--- src/rtl/morse_decoder.sv ---
// Hand-keyed Morse receiver for letters A-H.
// Times marks and gaps, classifies dot/dash and emits a 3-bit letter code.
module morse_decoder #(
  parameter int UNIT_CYCLES = 25000000,
  parameter int CNT_W       = 32
) (
  input  logic       CLOCK_50,
  input  logic       reset,
  input  logic       morse_in,
  output logic [2:0] letter,
  output logic       letter_valid,
  output logic       letter_error,
  output logic       busy
);

  localparam logic [CNT_W-1:0] DASH_MIN = CNT_W'(2 * UNIT_CYCLES);
  localparam logic [CNT_W-1:0] GAP_END  = CNT_W'(3 * UNIT_CYCLES);
  localparam logic [CNT_W-1:0] CNT_ONE  = CNT_W'(1);

  typedef enum logic [1:0] {
    IDLE,
    MARK,
    SPACE
  } state_t;

  state_t           state_q, state_d;
  logic             s1_q, s1_d;
  logic             s2_q, s2_d;
  logic             primed_q, primed_d;
  logic             armed_q, armed_d;
  logic [CNT_W-1:0] cnt_q, cnt_d;
  logic [3:0]       sym_q, sym_d;
  logic [2:0]       n_q, n_d;
  logic             ovf_q, ovf_d;
  logic [2:0]       letter_q, letter_d;
  logic             valid_q, valid_d;
  logic             error_q, error_d;

  logic             m;
  logic [CNT_W-1:0] cnt_inc;
  logic             is_dash;
  logic             hit;
  logic [2:0]       code;

  assign m       = s2_q;
  assign cnt_inc = (&cnt_q) ? cnt_q : cnt_q + CNT_ONE;
  assign is_dash = (cnt_q >= DASH_MIN);

  always_comb begin
    hit  = 1'b0;
    code = 3'd0;
    unique case (n_q)
      3'd1: begin
        if (sym_q[0] == 1'b0) begin
          hit  = 1'b1;
          code = 3'd4;
        end
      end
      3'd2: begin
        if (sym_q[1:0] == 2'b01) begin
          hit  = 1'b1;
          code = 3'd0;
        end
      end
      3'd3: begin
        case (sym_q[2:0])
          3'b100:  begin hit = 1'b1; code = 3'd3; end
          3'b110:  begin hit = 1'b1; code = 3'd6; end
          default: ;
        endcase
      end
      3'd4: begin
        case (sym_q)
          4'b1000: begin hit = 1'b1; code = 3'd1; end
          4'b1010: begin hit = 1'b1; code = 3'd2; end
          4'b0010: begin hit = 1'b1; code = 3'd5; end
          4'b0000: begin hit = 1'b1; code = 3'd7; end
          default: ;
        endcase
      end
      default: ;
    endcase
  end

  always_comb begin
    state_d  = state_q;
    s1_d     = morse_in;
    s2_d     = s1_q;
    primed_d = 1'b1;
    // Arm only once the synchronizer holds real samples, so a key held
    // through reset release is not mistaken for a fresh press.
    armed_d  = armed_q | (primed_q & ~s1_q & ~s2_q);
    cnt_d    = cnt_q;
    sym_d    = sym_q;
    n_d      = n_q;
    ovf_d    = ovf_q;
    letter_d = letter_q;
    valid_d  = 1'b0;
    error_d  = 1'b0;
    unique case (state_q)
      IDLE: begin
        if (m && armed_q) begin
          state_d = MARK;
          cnt_d   = CNT_ONE;
        end
      end
      MARK: begin
        if (m) begin
          cnt_d = cnt_inc;
        end else begin
          if (n_q == 3'd4) begin
            ovf_d = 1'b1;
          end else begin
            sym_d = {sym_q[2:0], is_dash};
            n_d   = n_q + 3'd1;
          end
          state_d = SPACE;
          cnt_d   = CNT_ONE;
        end
      end
      SPACE: begin
        if (cnt_q == GAP_END) begin
          if (hit && !ovf_q) begin
            letter_d = code;
            valid_d  = 1'b1;
          end else begin
            error_d = 1'b1;
          end
          state_d = IDLE;
          cnt_d   = '0;
          sym_d   = '0;
          n_d     = '0;
          ovf_d   = 1'b0;
        end else if (m) begin
          state_d = MARK;
          cnt_d   = CNT_ONE;
        end else begin
          cnt_d = cnt_inc;
        end
      end
      default: state_d = IDLE;
    endcase
  end

  always_ff @(posedge CLOCK_50) begin
    if (reset) begin
      state_q  <= IDLE;
      s1_q     <= 1'b0;
      s2_q     <= 1'b0;
      primed_q <= 1'b0;
      armed_q  <= 1'b0;
      cnt_q    <= '0;
      sym_q    <= '0;
      n_q      <= '0;
      ovf_q    <= 1'b0;
      letter_q <= 3'd0;
      valid_q  <= 1'b0;
      error_q  <= 1'b0;
    end else begin
      state_q  <= state_d;
      s1_q     <= s1_d;
      s2_q     <= s2_d;
      primed_q <= primed_d;
      armed_q  <= armed_d;
      cnt_q    <= cnt_d;
      sym_q    <= sym_d;
      n_q      <= n_d;
      ovf_q    <= ovf_d;
      letter_q <= letter_d;
      valid_q  <= valid_d;
      error_q  <= error_d;
    end
  end

  assign letter       = letter_q;
  assign letter_valid = valid_q;
  assign letter_error = error_q;
  assign busy         = (state_q != IDLE);

endmodule

--- config.mk ---
export PLATFORM = sky130hd
export DESIGN_NAME = morse_decoder
export DESIGN_NICKNAME = d
export VERILOG_FILES = /design/src/rtl/morse_decoder.sv
export SDC_FILE = /design/constraint.sdc
export NUM_CORES = 1
export LEC_CHECK = 0
export ABC_CLOCK_PERIOD_IN_PS = 2480
export CAP_MARGIN = 0
export CORE_ASPECT_RATIO = 1.25
export CORE_UTILIZATION = 38
export CTS_CLUSTER_SIZE = 20
export DETAILED_ROUTE_END_ITERATION = 6
export GPL_TIMING_DRIVEN = 0
export PLACE_DENSITY = 0.63
export SLEW_MARGIN = 20
export SYNTH_ARGS = -nofsm -noshare
export SYNTH_HDL_FRONTEND = slang
export SYNTH_SLANG_ARGS = --single-unit
--- constraint.sdc ---
create_clock -name CLOCK_50 -period 2.48 [get_ports CLOCK_50]
set_clock_uncertainty 0.2 [all_clocks]
set_input_delay 0.372 -clock CLOCK_50 [delete_from_list [all_inputs] [get_ports CLOCK_50]]
set_output_delay 0.372 -clock CLOCK_50 [all_outputs]
set_load 0.005 [all_outputs]
==> impl_metrics.yaml <==
logic_synthesis:
  synth_ff_type: "dfxtp_1"
  ys_ff_latch: 51
  syn_avg_cell_area_um2: 8.28
  yosysSeqAreaShare_pct: 36.0
  yosysWarningCount: 0
  synthArstFlopShare_pct: 0
  syn_nets: 356
  syn_inst: 342
  synth_edf_count: 0
  syn_area_mm2: 0.00283
  synth_cell_type_count: 49
clock_network:
  cts_made_buffers: 5
  cts_max_path_buffers: 2
  htreeDepth: 2
  insertion_delay_ps: 320
  clockRootBuffer: "clkbuf_8"
  cts_tree: "yes"
  hold_buffers: 0
  path_clk_slew_ps: 110
  cts_sinks: 51
detailed_routing:
  finalWirelength_um: 6240
  vias: 2421
  drc_errors: 0
  vias_per_cell: 5.36
  wl_per_cell_um: 13.8
  drtIter0Drc: 85
  drtPass1Iterations: 4
  postRouteAntennaNets: 0
worst_setup_path:
  rr_startpoint: "state_q[1]"
  rrSetupSlack_ps: 120
  critPathCaptureType: "register"
  timing.rr.end: "cnt_q[23]"
  cp-endpoint: "cnt_q[23]"
  path_class: "register to register"
  crit_arrival_ps: 2410
  startpoint: "state_q[1]"
  cp_max_fo: 5
  startpoint_type: "register"
  reg2reg_depth: 8
  crit_required_ps: 2530
floorplan:
  die_w_um: 79.2
  core_mm2: 0.00710
  rows: 34
  ios: 9
  start_util_pct: 39.9
  die_y_um: 98.5
  dieArea_mm2: 0.00781
placed_design:
  dp_slack_ps: -68.7
  dp.cells: 440
  hpwl_um: 4480
  gp_congestion: 0.899
  portBuffers: 8
timing:
  setup_violations: 0
  final_max_slew_viol_count: 0
  period_share_pct: 95.3
  finalSetupTns_ps: 0
  timing.final.crit_period_ps: 2360
  setup_ws_ps: 116
  timing.max_slew.rel_slack_pct: 63.3
  hold_slack_ps: 266
  hold_viol: 0
  tightest_slew_ps: 550
  fmax_mhz: 423
  grt_setup_unrepaired: "false"
global_route:
  grt_max_degree: 17
  track_usage_pct: 16.9
  grt_antenna_before_repair: 0
  gr-total-overflow: 0
  grt_first_pass_wirelength_um: 10600
  grt_pass1_vias: 2325
cells_and_area:
  fillers: 698
  final_common_cell: "nor2_1"
  drive_gt1_share_pct: 13.8
  nets: 375
  fin_cells: 452
  final_cell_mix: "65 x nor2_1, 48 x dfxtp_1, 24 x nand2_1, 18 x xnor2_1"
  antenna_cells: 0
  synthToLayoutAreaGrowth_pct: 16.9
job:
  maxCapViolCount: 0
power_and_ir_drop:
  p_per_area_mw_per_mm2: 612
  leakage_nw: 1.13
  ir_worst_vdd_uv: 426
  total_power_mw: 2.03
outcome:
  status: "complete, no violations"
hold_path:
  hold_class: "register to register"
synth_stat cells (all sizes together) (3+ instances only):
cell / number / area share (%)
nor4b: 5 / 2.0
and4: 7 / 2.3
nor3: 11 / 2.1
o21ai: 5 / 0.88
nor2b: 9 / 2.0
nor3b: 3 / 0.79
nand4: 16 / 3.5
nand3: 11 / 1.9
xor2: 12 / 3.7
xnor2: 18 / 5.6
dfxtp: 51 / 36
ha: 11 / 4.9
nor4: 6 / 1.5
nor2: 65 / 8.6
a21oi: 18 / 3.6
and2: 3 / 0.66
buf: 9 / 2.5
nand2: 24 / 3.2
or3: 5 / 1.1
clkbuf: 8 / 1.1
inv: 13 / 1.7
a31oi: 3 / 0.66
mux2i: 9 / 3.2
flip-flops by register name (all words and copies together), names as in the netlist, 2 cells and up:
register	cells
cnt_q	32
letter	3
n_q	3
state_q	2
sym_q	4
through the flow:
step	area, um^2	utilization (%)
6_report	3310	46.6
5_1_grt	3310	46.6
4_1_cts	3160	44.5
3_5_place_dp	3030	42.6
3_3_place_gp	3030	42.6
2_1_floorplan	2830	-
routing by layer:
metal	track usage, %	vias to the layer above	share of wire, %
met2	27.8	25	50
li1	-	1221	-
met5	0	-	0
met1	21.7	1166	47
met4	6.43	0	1.4
met3	3.33	9	2.1
worst max-delay path, cell delays in order, from the launching register on:
cell and delay [ps]:
dfxtp_2 380, inv_1 70, ha_2 190, a21boi_4 170
or3_4 380, a2111o_1 500, buf_4 180, xor2_1 130
nor2_1 90
cell type report:
cell class	instances	area [um^2]	share of cell area, %
well taps	90	113	3.40
inverters	13	48.8	1.47
repair buffers	12	118	3.55
flip-flops and latches	51	1020	31.0
clock buffers	5	68.8	2.08
plain buffers	17	111	3.36
clock inverters	3	43.8	1.32
multi-input cells	261	1780	53.9
cell families (layout without fill, tap and decap cells):
| logic type | after synthesis | count (layout) | synth area share (%) |
|---|---|---|---|
| buf+inv | 30 | 50 | 5.34 |
| compound gates | 40 | 40 | 10.1 |
| fa+ha+maj | 11 | 11 | 4.86 |
| xor+xnor | 30 | 30 | 9.28 |
| flops | 51 | 51 | 36.0 |
| simple gates | 171 | 171 | 31.2 |
| mux | 9 | 9 | 3.18 |
power by group:
group	leakage, nW	internal [mW]	total (mW)	switching, mW
logic	0.659	0.256	0.544	0.288
registers	0.413	0.850	0.881	0.0310
clock network	0.0581	0.301	0.601	0.300
how the worst min path moves through the flow:
stage	from	to	slack (ps)	cells after the start
2_1_floorplan	primed_q	armed_q	230	2
3_3_place_gp	primed_q	armed_q	240	2
3_5_place_dp	letter[2]	letter[2]	250	2
4_1_cts	letter[2]	letter[2]	270	2
5_1_grt	letter[0]	letter[0]	290	2
6_report	letter[0]	letter[0]	270	2
timing repair:
item	4_1_cts	5_1_grt
gates cloned	0	2
resized for setup	4	23
endpoints found under the setup margin	10	42
buffers inserted	0	2
pin swaps	1	6
Power figures use the tool's default switching activity.
